===== src/rtl/stack_multi_ch_pkg.sv =====
// Shared types for the multi-channel stack.
// Command encoding and width helpers.
package stack_multi_ch_pkg;

  typedef enum logic [2:0] {
    CMD_NONE,
    CMD_CLR,
    CMD_BYP,
    CMD_PUSH,
    CMD_POP,
    CMD_PEEK
  } cmd_e;

  function automatic int clog2w(input int n);
    int w;
    w = 0;
    while ((1 << w) < n) w++;
    return w;
  endfunction

endpackage


===== src/rtl/stack_multi_ch_rf1.sv =====
// Single-port register file, one access per cycle.
// Read data is registered (1-cycle latency).
module rf1_MxN #(
  parameter int DEPTH = 512,
  parameter int W     = 8,
  parameter int AW    = 9
) (
  input  logic          clk,
  input  logic          En,
  input  logic          Wr,
  input  logic [AW-1:0] Addr,
  input  logic [W-1:0]  WrData,
  output logic [W-1:0]  Data
);

  logic [W-1:0] mem_q [DEPTH];

  always_ff @(posedge clk) begin
    if (En) begin
      if (Wr) mem_q[Addr] <= WrData;
      else    Data <= mem_q[Addr];
    end
  end

endmodule


===== src/rtl/stack_multi_ch.sv =====
// NCH independent LIFO stacks sharing one single-port RAM.
// Supports clear, push+pop bypass, peek and error pulses.
module stack_multi_ch
  import stack_multi_ch_pkg::*;
#(
  parameter int M     = 128,
  parameter int N     = 8,
  parameter int WIDTH = clog2w(M),
  parameter int NCH   = 4,
  parameter int CW    = clog2w(NCH)
) (
  input  logic           clk,
  input  logic           reset_n,
  input  logic [CW-1:0]  ch,
  input  logic           push,
  input  logic [N-1:0]   push_data,
  input  logic           pop,
  input  logic           peek,
  input  logic           clr,
  output logic [NCH-1:0] full,
  output logic [NCH-1:0] empty,
  output logic [WIDTH:0] level,
  output logic [N-1:0]   pop_data,
  output logic           valid,
  output logic [CW-1:0]  valid_ch,
  output logic           err_ovf,
  output logic           err_udf
);

  localparam logic [WIDTH:0] MAXC = (WIDTH+1)'(M);

  logic [WIDTH:0]   cnt_q [NCH];
  logic [WIDTH:0]   cnt_d [NCH];
  logic [WIDTH:0]   cur;
  logic [WIDTH-1:0] top_slot;
  logic             cur_full, cur_empty;
  cmd_e             cmd;

  logic             ram_en, ram_wr;
  logic [CW+WIDTH-1:0] ram_addr;
  logic [N-1:0]     ram_data;

  logic             valid_q, valid_d;
  logic [CW-1:0]    valid_ch_q;
  logic             byp_q, byp_d;
  logic [N-1:0]     byp_data_q;
  logic             ovf_q, ovf_d;
  logic             udf_q, udf_d;

  assign cur       = cnt_q[ch];
  assign cur_full  = (cur == MAXC);
  assign cur_empty = (cur == '0);
  assign top_slot  = cur[WIDTH-1:0] - 1'b1;

  // Priority resolution of overlapping command bits.
  always_comb begin
    cmd = CMD_NONE;
    if (clr)              cmd = CMD_CLR;
    else if (push && pop) cmd = CMD_BYP;
    else if (push)        cmd = CMD_PUSH;
    else if (pop)         cmd = CMD_POP;
    else if (peek)        cmd = CMD_PEEK;
  end

  always_comb begin
    cnt_d    = cnt_q;
    ram_en   = 1'b0;
    ram_wr   = 1'b0;
    ram_addr = {ch, cur[WIDTH-1:0]};
    valid_d  = 1'b0;
    byp_d    = 1'b0;
    ovf_d    = 1'b0;
    udf_d    = 1'b0;
    unique case (cmd)
      CMD_CLR: cnt_d[ch] = '0;
      CMD_BYP: begin
        valid_d = 1'b1;
        byp_d   = 1'b1;
      end
      CMD_PUSH: begin
        if (cur_full) ovf_d = 1'b1;
        else begin
          ram_en    = 1'b1;
          ram_wr    = 1'b1;
          cnt_d[ch] = cur + 1'b1;
        end
      end
      CMD_POP, CMD_PEEK: begin
        if (cur_empty) udf_d = 1'b1;
        else begin
          ram_en   = 1'b1;
          ram_addr = {ch, top_slot};
          valid_d  = 1'b1;
          if (cmd == CMD_POP) cnt_d[ch] = cur - 1'b1;
        end
      end
      default: ;
    endcase
  end

  always_ff @(posedge clk or negedge reset_n) begin
    if (!reset_n) begin
      for (int c = 0; c < NCH; c++) cnt_q[c] <= '0;
      valid_q    <= 1'b0;
      valid_ch_q <= '0;
      byp_q      <= 1'b0;
      byp_data_q <= '0;
      ovf_q      <= 1'b0;
      udf_q      <= 1'b0;
    end else begin
      cnt_q   <= cnt_d;
      valid_q <= valid_d;
      byp_q   <= byp_d;
      ovf_q   <= ovf_d;
      udf_q   <= udf_d;
      if (valid_d) valid_ch_q <= ch;
      if (byp_d)   byp_data_q <= push_data;
    end
  end

  rf1_MxN #(
    .DEPTH(NCH*M),
    .W    (N),
    .AW   (CW+WIDTH)
  ) u_rf (
    .clk   (clk),
    .En    (ram_en),
    .Wr    (ram_wr),
    .Addr  (ram_addr),
    .WrData(push_data),
    .Data  (ram_data)
  );

  always_comb begin
    for (int c = 0; c < NCH; c++) begin
      full[c]  = (cnt_q[c] == MAXC);
      empty[c] = (cnt_q[c] == '0);
    end
  end

  // RAM read register is unreset, so gate the output until valid.
  assign pop_data = valid_q ? (byp_q ? byp_data_q : ram_data) : '0;
  assign level    = cur;
  assign valid    = valid_q;
  assign valid_ch = valid_ch_q;
  assign err_ovf  = ovf_q;
  assign err_udf  = udf_q;

endmodule


===== config.mk =====
export PLATFORM = sky130hd
export DESIGN_NAME = stack_multi_ch
export DESIGN_NICKNAME = d
export VERILOG_FILES = /design/src/rtl/stack_multi_ch_pkg.sv /design/src/rtl/stack_multi_ch_rf1.sv /design/src/rtl/stack_multi_ch.sv
export SDC_FILE = /design/constraint.sdc
export NUM_CORES = 2
export LEC_CHECK = 0
export CELL_PAD_IN_SITES_DETAIL_PLACEMENT = 2
export CELL_PAD_IN_SITES_GLOBAL_PLACEMENT = 2
export CORE_MARGIN = 2
export CORE_UTILIZATION = 28
export DETAILED_ROUTE_END_ITERATION = 12
export HOLD_SLACK_MARGIN = 0.12
export PLACE_DENSITY_LB_ADDON = 0.1
export SLEW_MARGIN = 20
export SYNTH_ARGS = -nofsm -noshare
export SYNTH_HDL_FRONTEND = slang
export SYNTH_SLANG_ARGS = --single-unit

===== constraint.sdc =====
create_clock -name clk -period 4.2 [get_ports clk]
set_input_delay 0.42 -clock clk [delete_from_list [all_inputs] [get_ports clk]]
set_output_delay 0.42 -clock clk [all_outputs]
set_load 0.005 [all_outputs]

==> impl_results.md <==
* Cell Chain, Critical Path: mux4_2 -> inv_4 -> ha_4 -> inv_6 -> or4_4 -> o22a_4 -> buf_12 -> buf_16 -> buf_12 -> buf_16 -> buf_4 -> nand2_1 -> a21oi_1 -> nor3_2 -> o31ai_4 -> a31oi_4 -> nor4b_4 -> nand4_1
* Endpoints failing setup at 2672
* FF-to-FF path depth at 18
* Dpl ws at -2690 ps
* Syn_nets at approximately 12000
* Synth Warn # at 0
* Worst hold path class: in2reg
* PortBufs at 44
* Critical Path Fanout Max at 6
* Hold path depth at 3
* Flops & latches, synth at 4150
* Power Total at about 150 mW
* Failing checks: setup timing
* Hold EP: valid_ch[0]
* Final core utilization at 37.4%
* Final nets at 14300
* Reg clk slew, reported paths at ~60 ps
* Vias/cell at 5.27
* DRC viols at 0
* Cell taking the most area after synthesis: edfxtp_1
* RSZ-0062 raised after global routing: true
* Worst slew pin tran at 1060 ps
* I/O pin count at 45
* Sequential fraction of the synthesis area at 75.3%
* Dpl hpwl at 580000 um
* Post-synth cell types at 94
* # Max-Cap Violations at 0
* Clock Latency Late Sink at 1070 ps
* Clk root buf: clkbuf_16
* Sink Count at 4150
* Maximum vdd drop at 0.369 mV
* Num rows at 282
* Final worst slack at -824 ps
* H-Tree Depth at 5
* Core ar. at around 0.59 sq mm
* Area Overhead vs Synth at 33.4%
* WL/cell at 36.9 um
* Slowest cell delay on critical path at 650 ps
* RR Startpoint: cnt_q[9]
* Final Hold Fails at 0
* CP max-delay cell: nor4b_4
* 1st-iter DRT viols at approximately 12000
* WS Path Type: reg2reg
* Pwr Density at 663 mW/mm^2
* Final worst-path cycle share at 120%
* Top-area cell type share of the netlist area at 74.6%
* Worst slew margin at between 20 and 30%
* Cell Count, Final, Fillers Out at 22500
* Status: finished with violations
* Hold path startpoint: ch[0]
* Critical Path Sink Type: flip-flop
* Global route overflow at 0
* Clk buf depth at 4
* First-pass GRT wire length at 1110000 um
* CTS tree: done
* Crit start category: flip-flop
* Async SR Flop Fraction at 1.11%
* Vias at 119000
* Initial antenna violation count at 93
* Detail Route Antenna Nets at 0
* Crit path DAT at 5820 ps
* Cell count after synthesis at about 12000
* Die Y at 772 um
* Number of synthesized flops with an enable pin at 4104
* Die Width at ~770 um
* WL final at 829000 um
* Gpl congestion at 0.882
* Global-route usage over all layers at a little over a quarter
* Max-slew violations at 0
* Static leakage at 76.9 nW
* RR Endpoint: u_rf.Data[3]
* Total iterations of the first detailed-routing run at 6
* Worst Skew at 72.9 ps
* Top cells by area, synth: edfxtp_1 75%, nand2_1 6.1%, nor2_1 1.8%
* Vias in the first global route at 125000
* Critical path required time at 4990 ps
* Fraction of final layout cells sized beyond drive strength 1 at between 20% and 30%
* CTS Buf Count at 478
* Min Tclk post-route at 5020 ps
* Synth Flop Type: edfxtp_1
* Worst reg-to-reg setup slack at -820 ps
* Pin count of the biggest net entering global routing at 118
* Starting Density at 28.1%
* Die ar. at 0.596 sq mm
* Setup TNS Final at -202410 ps
* Dpl cells at between 20000 and 25000
* Syn_area_per_cell at between 10 and 15 sq um
* Synthesized area at around 0.17 sq mm
* Max Fclk at 199 MHz
synthesized netlist by cell type (all sizes together), types with 9 or more instances:
master,count
a2111oi,20
a211oi,161
a21oi,442
a221oi,36
a22oi,35
a311oi,14
a31oi,347
a32oi,38
and3,287
buf,522
clkbuf,258
dfrtp,46
edfxtp,4104
inv,9
mux2,32
mux2i,294
mux4,112
nand2,2711
nand3,562
nand4,71
nor2,795
nor2b,9
nor3,189
nor4,93
o2111ai,13
o211ai,51
o21ai,171
o22a,11
o22ai,152
o311ai,18
o31a,12
o31ai,9
or3,34
or4,24
critical path: cells and delay by family, from the launching register on:
family / cells / cell delay [ps]
and+or+nand+nor: 5 / 1680
buffers and inverters: 7 / 940
AOI/OAI and AO/OA: 4 / 920
muxes: 1 / 540
DFF: 1 / 380
adders and majority gates: 1 / 160
layer usage:
metal | share of wire [%] | routed length (um) | track usage, % | vias up
met2 | 47 | 392000 | 44.7 | 3529
met1 | 43 | 359000 | 36.7 | 64600
met3 | 5.2 | 43100 | 3.43 | 1006
li1 | - | - | - | 49400
met5 | 0.018 | 149 | 0 | -
met4 | 4.3 | 35600 | 9.81 | 22
state kept, by name, indices dropped and copies added (netlist names):
name        cells
byp_data_q      8
byp_q           1
cnt_q          32
err_ovf         1
err_udf         1
u_rf.Data       8
u_rf.mem_q   4096
valid           1
valid_ch        2
worst max path at each step:
stage / from / end / slack [ps] / cells past startpoint
floorplan: ch[0] / u_rf.mem_q[474][0] / -540 / 19
global placement: ch[0] / u_rf.Data[3] / -3680 / 22
detailed placement: ch[0] / u_rf.Data[2] / -2690 / 22
CTS: cnt_q[25] / u_rf.Data[2] / -690 / 18
global route: cnt_q[17] / u_rf.Data[2] / -870 / 20
finish: cnt_q[9] / u_rf.Data[3] / -820 / 18
cell type report:
cell class	count	area, sq um
Multi-Input combinational cell	6860	41500
Sequential cell	4150	124000
Timing Repair Buffer	2741	29200
Tap cell	7810	9770
Fill cell	58800	368000
Antenna cell	21	52.6
Inverter	10	47.5
Clock buffer	579	12400
Clock inverter	308	3040
repair_timing:
action                                   CTS  global route
endpoints found under the setup margin  4100          3974
pin swaps                                107           101
hold buffers                              11             0
hold endpoints to repair                 638             0
setup buffers                            155            61
gates resized for setup                  574           257
cloned                                    16             4
metrics by stage:
stage / area (sq um) / hold WS [ps]
6_report: 220000 / 321
5_1_grt: 220000 / 319
2_1_floorplan: 167000 / 124
3_3_place_gp: 198000 / 458
4_1_cts: 219000 / 265
3_5_place_dp: 198000 / 473
cells in the final DEF (no fill, tap or decap), types with 42 or more instances in the layout:
cell | synthesis | routed
nor3_1 | 179 | 132
a21oi_1 | 439 | 412
clkbuf_16 | 0 | 487
bufinv_16 | 0 | 50
buf_8 | 4 | 42
nand4_1 | 71 | 71
buf_4 | 99 | 1935
nor2_4 | 1 | 175
o21ai_0 | 161 | 140
buf_6 | 29 | 133
a211oi_1 | 160 | 126
edfxtp_1 | 4104 | 4104
mux4_2 | 112 | 112
nand3_1 | 560 | 536
dfrtp_1 | 46 | 46
o22ai_1 | 151 | 128
clkbuf_1 | 258 | 96
and3_1 | 287 | 284
o211ai_1 | 51 | 51
nand2_1 | 2707 | 2665
nor2_1 | 788 | 581
mux2i_1 | 294 | 283
clkinv_2 | 0 | 96
a31oi_1 | 347 | 314
buf_12 | 2 | 533
clkinv_1 | 1 | 119
report_power, final:
| part | internal (mW) | leakage, nW | switching, mW |
|---|---|---|---|
| clock network | 24.1 | 7.54 | 18.2 |
| registers | 45.7 | 37.5 | 0.219 |
| logic | 20.7 | 31.9 | 37.3 |
| total | 90.5 | 76.9 | 55.8 |
cell families after synthesis:
family                   count (synthesis)  synth area share (%)
AND/OR/NAND/NOR                       4796                  12.4
buffers and inverters                  790                  2.45
flip-flops                            4150                  75.3
adder cells (fa/ha/maj)                  3                0.0227
multiplexers                           438                  3.53
AO/OA/AOI/OAI                         1620                  6.29
XOR/XNOR                                 3                0.0159
(Power assumes the default switching activity.)
